<file path="config.mk">
export PLATFORM = sky130hd
export DESIGN_NAME = multicycle_ctrl
export DESIGN_NICKNAME = d
export VERILOG_FILES = /design/src/rtl/multicycle_ctrl.sv
export SDC_FILE = /design/constraint.sdc
export NUM_CORES = 1
export LEC_CHECK = 0
export ABC_AREA = 1
export CORE_ASPECT_RATIO = 1.2
export CORE_MARGIN = 2
export CORE_UTILIZATION = 40
export DETAILED_ROUTE_END_ITERATION = 6
export PLACE_DENSITY = 0.74
export SLEW_MARGIN = 30
export SYNTH_ARGS = -nofsm -noshare
export SYNTH_HDL_FRONTEND = slang
export SYNTH_SLANG_ARGS = --single-unit
</file>
<file path="constraint.sdc">
create_clock -name clk_i -period 2.3 [get_ports clk_i]
set_input_delay 0.46 -clock clk_i [delete_from_list [all_inputs] [get_ports clk_i]]
set_output_delay 0.46 -clock clk_i [all_outputs]
set_load 0.005 [all_outputs]
</file>
<file path="src/rtl/multicycle_ctrl.sv">
// Multi-cycle sequencing controller for the RV32 integer core.
// Walks FETCH/DECODE/EXEC/MEM/WB and drives datapath strobes plus a shared memory handshake.
module multicycle_ctrl (
  input  logic       clk_i,
  input  logic       rst_i,
  input  logic       run_i,
  input  logic [4:0] op_i,
  input  logic       br_cond_i,
  input  logic       mem_ready_i,
  output logic       mem_req_o,
  output logic       mem_we_o,
  output logic       ir_write_o,
  output logic       pc_write_o,
  output logic [1:0] pc_src_o,
  output logic       reg_write_o,
  output logic       alu_src_o,
  output logic [1:0] alu_op_o,
  output logic [1:0] wb_src_o,
  output logic       retire_o,
  output logic       illegal_o,
  output logic [2:0] state_o
);

  typedef enum logic [2:0] {
    S_FETCH  = 3'd0,
    S_DECODE = 3'd1,
    S_EXEC   = 3'd2,
    S_MEM    = 3'd3,
    S_WB     = 3'd4,
    S_TRAP   = 3'd5
  } state_e;

  localparam logic [4:0] OP_LOAD   = 5'b00000;
  localparam logic [4:0] OP_I      = 5'b00100;
  localparam logic [4:0] OP_STORE  = 5'b01000;
  localparam logic [4:0] OP_R      = 5'b01100;
  localparam logic [4:0] OP_LUI    = 5'b01101;
  localparam logic [4:0] OP_BRANCH = 5'b11000;
  localparam logic [4:0] OP_JALR   = 5'b11001;
  localparam logic [4:0] OP_JAL    = 5'b11011;

  typedef struct packed {
    logic       mem_req;
    logic       mem_we;
    logic       ir_write;
    logic       pc_write;
    logic [1:0] pc_src;
    logic       reg_write;
    logic       alu_src;
    logic [1:0] alu_op;
    logic [1:0] wb_src;
    logic       retire;
  } ctrl_t;

  state_e     state_q, state_d;
  logic [4:0] op_q, op_d;
  ctrl_t      ctrl;
  logic       illegal;

  function automatic logic is_legal(input logic [4:0] op);
    case (op)
      OP_LOAD, OP_I, OP_STORE, OP_R, OP_LUI,
      OP_BRANCH, OP_JALR, OP_JAL: is_legal = 1'b1;
      default:                    is_legal = 1'b0;
    endcase
  endfunction

  // {alu_src, alu_op}; LUI relies on the datapath forcing rs1 to x0 with an add.
  function automatic logic [2:0] alu_sel(input logic [4:0] op);
    case (op)
      OP_R:      alu_sel = 3'b0_10;
      OP_I:      alu_sel = 3'b1_11;
      OP_BRANCH: alu_sel = 3'b0_01;
      default:   alu_sel = 3'b1_00;
    endcase
  endfunction

  always_comb begin
    ctrl    = '0;
    state_d = state_q;
    op_d    = op_q;
    illegal = 1'b0;
    case (state_q)
      S_FETCH: begin
        ctrl.mem_req  = run_i;
        ctrl.ir_write = run_i & mem_ready_i;
        if (run_i && mem_ready_i) state_d = S_DECODE;
      end
      S_DECODE: begin
        op_d    = op_i;
        state_d = is_legal(op_i) ? S_EXEC : S_TRAP;
      end
      S_EXEC: begin
        {ctrl.alu_src, ctrl.alu_op} = alu_sel(op_q);
        if (op_q == OP_BRANCH) begin
          ctrl.pc_write = 1'b1;
          ctrl.pc_src   = br_cond_i ? 2'b01 : 2'b00;
          ctrl.retire   = 1'b1;
          state_d       = S_FETCH;
        end else if (op_q == OP_LOAD || op_q == OP_STORE) begin
          state_d = S_MEM;
        end else begin
          state_d = S_WB;
        end
      end
      S_MEM: begin
        // Address operands held so the request stays stable across wait cycles.
        ctrl.mem_req = 1'b1;
        ctrl.mem_we  = (op_q == OP_STORE);
        ctrl.alu_src = 1'b1;
        ctrl.alu_op  = 2'b00;
        if (mem_ready_i) begin
          if (op_q == OP_STORE) begin
            ctrl.pc_write = 1'b1;
            ctrl.pc_src   = 2'b00;
            ctrl.retire   = 1'b1;
            state_d       = S_FETCH;
          end else begin
            state_d = S_WB;
          end
        end
      end
      S_WB: begin
        {ctrl.alu_src, ctrl.alu_op} = alu_sel(op_q);
        ctrl.reg_write = 1'b1;
        ctrl.pc_write  = 1'b1;
        ctrl.retire    = 1'b1;
        case (op_q)
          OP_LOAD:         ctrl.wb_src = 2'b01;
          OP_JAL, OP_JALR: ctrl.wb_src = 2'b10;
          default:         ctrl.wb_src = 2'b00;
        endcase
        case (op_q)
          OP_JAL:  ctrl.pc_src = 2'b01;
          OP_JALR: ctrl.pc_src = 2'b10;
          default: ctrl.pc_src = 2'b00;
        endcase
        state_d = S_FETCH;
      end
      S_TRAP: illegal = 1'b1;
      default: state_d = S_TRAP;
    endcase
  end

  always_ff @(posedge clk_i) begin
    if (rst_i) begin
      state_q <= S_FETCH;
      op_q    <= '0;
    end else begin
      state_q <= state_d;
      op_q    <= op_d;
    end
  end

  // Reset masks every output so an in-flight memory request drops immediately.
  always_comb begin
    mem_req_o   = ~rst_i & ctrl.mem_req;
    mem_we_o    = ~rst_i & ctrl.mem_we;
    ir_write_o  = ~rst_i & ctrl.ir_write;
    pc_write_o  = ~rst_i & ctrl.pc_write;
    pc_src_o    = rst_i ? 2'b00 : ctrl.pc_src;
    reg_write_o = ~rst_i & ctrl.reg_write;
    alu_src_o   = ~rst_i & ctrl.alu_src;
    alu_op_o    = rst_i ? 2'b00 : ctrl.alu_op;
    wb_src_o    = rst_i ? 2'b00 : ctrl.wb_src;
    retire_o    = ~rst_i & ctrl.retire;
    illegal_o   = ~rst_i & illegal;
    state_o     = rst_i ? 3'd0 : state_q;
  end

endmodule

</file>
* Word level (Yosys, flattened, before mapping)
Memory sizes are Yosys's and may differ from the RTL's.
Index checks and enable logic that the tools add are counted.
** Word-level totals
- Flip-flop bits (word level) :: 8
- Bits in latches :: 0
- RAM bits :: 0
- Memory bits (read-only) :: 32
- Output and inout port bits :: 17
- Logic and storage cells :: 65
- Memories kept :: 1
** Cells by class
- Add/sub/neg operators :: 0
- $mul :: 0
- Div/mod/pow operators :: 0
- Order comparisons :: 0
- Equal/unequal tests :: 13
- Shift-type cells :: 0
- Muxes and demuxes :: 31
- Bitwise operators :: 11
- Reductions and logical operators :: 7
** Memory list
- (name not given) :: words 32, bits a word 1, read ports 1, clocked after Yosys merged registers in 0, wr ports 0, line 61 : case (op)
** Operator list (number)
- $mux W3 :: 10
- $pmux W3 S3 :: 2
- $pmux W3 S6 :: 1
- $eq A5 B5 Y1 const B :: 3
- $eq A5 B4 Y1 const B :: 2
- $and A1 B1 Y1 :: 9
- $mux W1 :: 9
- $mux W2 :: 4
- $pmux W2 S2 :: 2
- $eq A3 B2 Y1 const B :: 2
- $eq A3 B3 Y1 const B :: 2
- $pmux W3 S2 :: 1
- $eq A5 B3 Y1 const B :: 1
- $logic_not A5 Y1 :: 1
- $ne A2 B2 Y1 const B :: 2
- $reduce_or A2 Y1 :: 2
- $eq A3 B1 Y1 const B :: 1
- $logic_not A3 Y1 :: 1
- $pmux W1 S3 :: 1
- $reduce_and A3 Y1 :: 1
- $not A1 Y1 :: 2
- $pmux W1 S2 :: 1
- $logic_and A1 B1 Y1 :: 1
- $logic_or A1 B1 Y1 :: 1

* Logic depth before layout (Yosys ltp)
Gate-level depths: netlist of run 1.
- Depth after elaboration :: 5
- Depth in mapped cells :: 9
- Depth with buffers taken out :: 8

* Least setup slack after synthesis of run 1
OpenSTA, ideal clock, no wires.
- Path type :: register -> output
- Start point :: register op_q[3]
- End point :: output retire_o
- Arrival time :: 1.097 ns
- Slack :: 0.743 ns
- Stages on the path, launching flop included :: 7
- Buffers on the path :: 1
- Path through :: dfxtp_1 > inv_1 > nor2_1 > nand3_1 > o21ai_0 > o21a_1 > buf_4
** On the way
- Word-level cells in the longest chain between the ends :: 5
** RTL lines
- start, declared :: line 56 : logic [4:0] op_q, op_d;
- start signal, assigned :: line 151 : op_q <= op_d;
- $eq A5 B4 Y1 :: line 113 : if (op_q == OP_STORE) begin
- $mux W1 :: line 113
- $mux W1 :: line 112 : if (mem_ready_i) begin
- $pmux W1 S3 (*) :: line 83 : case (state_q)
- $and A1 B1 Y1 (*) :: line 166 : retire_o = ~rst_i & ctrl.retire;
- end, declared :: line 19 : output logic retire_o,
Mark *: on every way between the ends. The rest lies on a longest branch, timed or not.

* Final worst setup path of run 1
- Start point :: register state_q[0]
- End point :: output alu_op_o[0]
** On the way
- Word-level cells in the longest chain between the ends :: 4
** RTL lines
- start, declared :: line 55 : state_e state_q, state_d;
- start signal, assigned :: line 150 : state_q <= state_d;
- $eq A3 B3 Y1 / $eq A3 B2 Y1 (equally long branches) :: line 83
- $reduce_or A2 Y1 (no source line)
- $pmux W3 S2 (*) :: line 83
- $mux W2 (*) :: line 164 : alu_op_o = rst_i ? 2'b00 : ctrl.alu_op;
- end, declared :: line 17 : output logic [1:0] alu_op_o,
Marked as above.

==> qor.txt, run 1 <==
status -> complete, no violations
Max Cap Viol -> 0
initial drt markers -> 6
GRT Total Usage -> 20.0%
CP max stage delay -> 500 ps
RSZ-0062 raised after global routing -> true
Yosys top cell area share -> 23.0%
GP Congestion -> 0.807
Post-Synth Adder-Cell Area -> 0%
period utilization -> 95.6%
#FFs+latches synth -> 8
Reg clk slew, reported paths -> 50 ps
die area -> 2090 um^2
Most common cell on crit path -> a21oi_2
diode count -> 0
Required @ worst endpoint -> 1840 ps
fin crit period -> 2200 ps
Die X -> 42.1 um
CP Max Fanout -> 7
Arr. time, crit path -> 1740 ps
Critical-path top delay cell -> clkdlybuf4s50_1
Sink Count -> 8
synth top area cells -> dfxtp_1 (23%), nand2_1 (13%), nor2_1 (12%)
most used routing layer -> met2
FILL cells -> 148
top-count cell post-synth -> nand2_1
Netlist cell types -> 21
met2 Usage GRT -> 35.2%
# H-tree levels -> 1
via count -> 838
vias in the first global route -> 769
Buffers on Ports -> 26
HP Class -> reg2reg
Avg Cell Area, Syn -> 5.91 um^2
Setup CP Type -> reg2out
vias per cell -> 4.84
minimum hold slack -> 551 ps
# IOs -> 27
Commonest cells post-synth -> nand2_1 (25), nor2_1 (22), inv_1 (14)
EDFF count, synth -> 0
top cell family by delay on the critical path -> buffers and inverters
largest family of logic cells by synthesized area -> simple AND/OR/NAND/NOR gates
fin util -> 68.4%
met1 Use GR -> 22.5%
GR Layer Usage met3 -> 3.66%
Synth Warn # -> 0
Mapped Nets -> 128
post-synthesis mux area share -> 0%
slew margin rel. -> 84.8%
Core ar. -> 1640 um^2
final global-route overflow total -> 0
crit start category -> flop
worst slew pin tran -> 228 ps
DP HPWL -> 1430 um
xor and xnor area share after synthesis -> 0%
FF+latch area -> 166 um^2
async set or reset register ratio after synthesis -> 0%
DRC -> 0
area of the multi-input gates -> 495 um^2
Starting Density -> 42.5%
clk root buf -> clkbuf_4
CTS tree -> done
worst path buffer plus inverter count -> 2
cts bufs inserted -> 3
largest net degree at the start of global routing -> 11
Post-DRT Antenna Nets -> 0
initial antenna violation count -> 0
Final Max Tran Viols -> 0
nets@finish -> 167
drt wl/cell -> 10.9 um
Seq/Total Area, Yosys -> 23.0%
Setup crit end kind -> output port
worst path cell trace -> nor2_4, nand2_2, a21oi_2, inv_1, a21oi_2, clkdlybuf4s50_1
Cell Rows -> 16
final wirelength -> 1880 um
Leakage Power -> 0.514 nW
endpoints failing hold -> 0
cell taking the most area after synthesis -> dfxtp_1
Clock Skews -> 1.19 ps
Synth Area in Compound Gates -> 15.4%
Max IR drop VDD -> 0.618 mV
die height -> 49.7 um
layout cell share with drive strength beyond 1 -> 24.5%
worst-skew pair later-pin latency -> 250 ps
Max clock buf depth -> 2
first drt pass iteration count -> 4
# hold bufs at CTS -> 0
pwr dens -> 906 nW/um^2
Peak Freq -> 455 MHz
Synth Area in Simple Gates -> 49.2%
first-pass GRT wire length -> 3190 um
Synth-to-Final Area Change -> 61.0%
ys flop type -> dfxtp_1
final setup violation count -> 0
cells after synthesis -> 118
Mapped Area -> 697 um^2
-- cells by family (layout without fill, tap and decap cells) --
family,count (synthesis),after routing
AND/OR/NAND/NOR,71,71
buffers and inverters,20,57
AO/OA/AOI/OAI,19,19
flip-flops,8,8
-- tightest hold or removal path, delay by kind of cell, from the launching register on --
family	cells	cell delay, ps
flip-flops	1	320
buffers and inverters	1	120
AO/OA/AOI/OAI	1	70
-- placed cells by master, fill, tap and decap left out --
cell,instances
nand2_1,25
clkdlybuf4s50_1,22
nor2_1,20
inv_1,14
buf_4,11
o21ai_0,9
nand3_1,6
a21oi_1,6
dfxtp_1,5
nor2_4,4
nor2_2,3
nand3_2,3
nand4_1,3
nor3_2,3
clkbuf_4,3
dlymetal6s2s_1,3
inv_2,2
a21oi_2,2
nand3_4,2
dfxtp_2,2
nand2_2,1
inv_4,1
o21a_1,1
nor3_1,1
o21bai_1,1
dlygate4sd2_1,1
dfxtp_4,1
-- registers in the layout, indices dropped and copies added (netlist names) --
name / count
op_q: 5
state_q: 3
-- per-stage QoR --
stage	cells	setup slack [ps]	power (mW)	TNS, ps	area, um^2
final	173	101	1.02	0	1120
after global routing	173	-58.1	1.11	-112	1120
after CTS	166	0.0959	0.925	0	1020
after detailed placement	163	3.03	0.792	0	987
after global placement	163	0.278	0.780	0	987
after floorplan	118	743	0.633	0	697
-- cell type report --
class / count / area share [%]
clock buffer: 3 / 2.01
multi-input combinational: 90 / 44.1
sequential: 8 / 14.8
timing repair buffer: 37 / 31.1
inverter: 17 / 5.91
tap: 18 / 2.01
-- repair_timing --
| action | in CTS | in global routing |
|---|---|---|
| hold endpoints to repair | 0 | 0 |
| buffers inserted | 0 | 7 |
| endpoints found under the setup margin | 4 | 9 |
| pin swaps | 0 | 4 |
| gates resized for setup | 5 | 14 |
-- per-layer routing --
metal / vias to the layer above / wire length, um
met5: - / 0
met4: 0 / 28
met3: 2 / 71
met2: 19 / 973
met1: 367 / 805
li1: 450 / -
-- worst paths after layout --
kind	start	endpoint	slack (ps)	cells after the start
hold reg to reg	op_q[3]$_SDFFE_PP0P_	op_q[3]$_SDFFE_PP0P_	550	2
hold / removal	op_q[3]$_SDFFE_PP0P_	op_q[3]$_SDFFE_PP0P_	550	2
setup / recovery	state_q[0]$_SDFFE_PP0P_	alu_op_o[0]	100	6
setup reg to reg	state_q[2]$_SDFFE_PP0P_	state_q[2]$_SDFFE_PP0P_	1010	8
-- report_power, final --
part	total [mW]	switching, mW	internal (mW)
sequential	0.286	0.0854	0.200
clock	0.104	0.0450	0.0595
combinational	0.627	0.344	0.283
total	1.02	0.474	0.543
Note: power is estimated with default switching activity, not from simulation.
==> inputs of run 2 (changes only) <==
--- a/config.mk
+++ b/config.mk
@@ -10,7 +10,7 @@
 export CORE_MARGIN = 2
 export CORE_UTILIZATION = 40
 export DETAILED_ROUTE_END_ITERATION = 6
-export PLACE_DENSITY = 0.74
+export PLACE_DENSITY = 0.7
 export SLEW_MARGIN = 30
 export SYNTH_ARGS = -nofsm -noshare
 export SYNTH_HDL_FRONTEND = slang
==> run 2 against run 1 <==
Global-route usage fell by 3.3 points. Cell count down 2.9%. Sequential share of layout area rose by 0.35 points. Total power shrank 3.5%. First-iteration DRC count up 17%. Register-to-register slack gained 90 ps. Sequential power about the same. Critical path type unchanged.
==> qor.txt, run 2 (same netlist as run 1, synthesis figures left out) <==
first-pass GRT wire length -> 2820 um
Reg clk slew, reported paths -> 50 ps
Biggest register -> op_q
nets@finish -> 162
Cell Rows -> 16
FILL cells -> 169
vias per cell -> 5.05
Arr. time, crit path -> 1770 ps
clk root buf -> clkbuf_4
final wirelength -> 1760 um
Setup CP Type -> reg2out
# IOs -> 27
status -> complete, no violations
cts bufs inserted -> 3
setup slack at placement -> -61.5 ps
via count -> 848
worst-skew pair later-pin latency -> 240 ps
leading cell type in the layout, fill and taps excluded -> nand2_1
DRC -> 0
largest net degree at the start of global routing -> 11
Peak Freq -> 449 MHz
worst path cell trace -> nor2_4, buf_4, nand3_2, o21ai_1, o21a_1, clkdlybuf4s50_1
CTS tree -> done
Final Max Tran Viols -> 0
Required @ worst endpoint -> 1840 ps
worst slew pin tran -> 311 ps
worst path buffer plus inverter count -> 2
Largest regs -> op_q (5), state_q (3)
post-route cell area -> 1080 um^2
final setup violation count -> 0
diode count -> 0
Synth-to-Final Area Change -> 54.9%
Die X -> 42.1 um
Setup crit end kind -> output port
final global-route overflow total -> 0
endpoints failing hold -> 0
Core ar. -> 1640 um^2
pwr dens -> 909 nW/um^2
GP Congestion -> 0.761
CP Max Fanout -> 5
Largest register FFs -> 5
die area -> 2090 um^2
initial antenna violation count -> 0
period utilization -> 96.8%
Starting Density -> 42.5%
CP max stage delay -> 490 ps
placed cell area -> 987 um^2
# H-tree levels -> 1
Sink Count -> 8
Max clock buf depth -> 2
Clk pwr share -> 10.1%
top cell family by delay on the critical path -> buffers and inverters
drt wl/cell -> 10.5 um
Clock Skews -> 2.80 ps
Total Power -> 0.981 mW
GRT Total Usage -> 16.7%
initial drt markers -> 7
DP HPWL -> 1380 um
Max Cap Viol -> 0
Buffers on Ports -> 26
HP Class -> reg2reg
die height -> 49.7 um
crit start category -> flop
final worst slack -> 73.1 ps
Critical-path top delay cell -> clkdlybuf4s50_1
Post-DRT Antenna Nets -> 0
# hold bufs at CTS -> 0
most frequent cells in the layout -> nand2_1 (25), clkdlybuf4s50_1 (22), nor2_1 (21)
Int Pwr -> 0.517 mW
Seq pwr share -> 29.0%
first drt pass iteration count -> 3
fin crit period -> 2230 ps
slew margin rel. -> 79.3%
fin util -> 65.8%
net switching power -> 0.464 mW
Max IR drop VDD -> 0.570 mV
sw frac -> 47.3%
Leakage Power -> 0.485 nW
Logic pwr share -> 61.0%
setup tns final -> 0 ps
vias in the first global route -> 752
layout cell share with drive strength beyond 1 -> 22.0%
==> run 2: final timing paths <==
path                            cells past startpoint                    start                      end  slack, ps
worst max-delay path                                6     op_q[1]$_SDFFE_PP0P_               pc_write_o         70
worst min-delay path                                2     op_q[1]$_SDFFE_PP0P_     op_q[1]$_SDFFE_PP0P_        550
worst min register to register                      2     op_q[1]$_SDFFE_PP0P_     op_q[1]$_SDFFE_PP0P_        550
worst max register to register                      7  state_q[2]$_SDFFE_PP0P_  state_q[2]$_SDFFE_PP0P_       1100
==> run 2: layer usage <==
layer  part of all wire [%]  track usage, %
met1                     43            18.6
met2                     51            30.5
met3                    4.7            1.83
met4                    1.5            8.85
met5                      0               0
==> run 2: final cells by class <==
| class | count | area [um^2] | area share (%) |
|---|---|---|---|
| repair buffers | 32 | 312 | 28.9 |
| multi-input cells | 90 | 493 | 45.7 |
| flip-flops and latches | 8 | 164 | 15.2 |
| clock buffers | 3 | 22.5 | 2.09 |
| inverters | 17 | 66.3 | 6.14 |
| well taps | 18 | 22.5 | 2.09 |
==> run 2: worst register-to-register path, stage by stage (launching register included) <==
cell and delay (ps):
dfxtp_1 450, inv_4 110, nand3_1 130, nand2_1 70, nor2_2 100, nand2_1 70
nor2_1 120, nor2_1 50
==> run 2: repair_timing <==
item,in CTS,in global routing
pin swaps,0,2
buffers inserted,0,2
setup endpoints to repair,14,9
resized for setup,5,14
==> run 2: power groups by stage <==
| stage | clock network, mW | registers, mW | logic (mW) |
|---|---|---|---|
| 4_1_cts | 0.104 | 0.273 | 0.546 |
| 5_1_grt | 0.111 | 0.292 | 0.673 |
| 6_report | 0.0989 | 0.284 | 0.598 |
| 3_5_place_dp | 0 | 0.265 | 0.532 |
| 2_1_floorplan | 0 | 0.234 | 0.399 |
| 3_3_place_gp | 0 | 0.264 | 0.525 |
==> run 2: metrics by stage <==
| step | std cells | hold WS [ps] |
|---|---|---|
| after floorplan | 118 | 478 |
| after global placement | 163 | 513 |
| after detailed placement | 163 | 521 |
| after CTS | 166 | 547 |
| after global routing | 168 | 571 |
| final | 168 | 549 |
==> inputs of run 3 (changes only) <==
--- a/config.mk
+++ b/config.mk
@@ -9,6 +9,7 @@
 export CORE_ASPECT_RATIO = 1.2
 export CORE_MARGIN = 2
 export CORE_UTILIZATION = 40
+export CTS_CLUSTER_SIZE = 30
 export DETAILED_ROUTE_END_ITERATION = 6
 export PLACE_DENSITY = 0.7
 export SLEW_MARGIN = 30
==> results of run 3 <==
The final DEF is identical to that of run 2; final timing and power are the same.
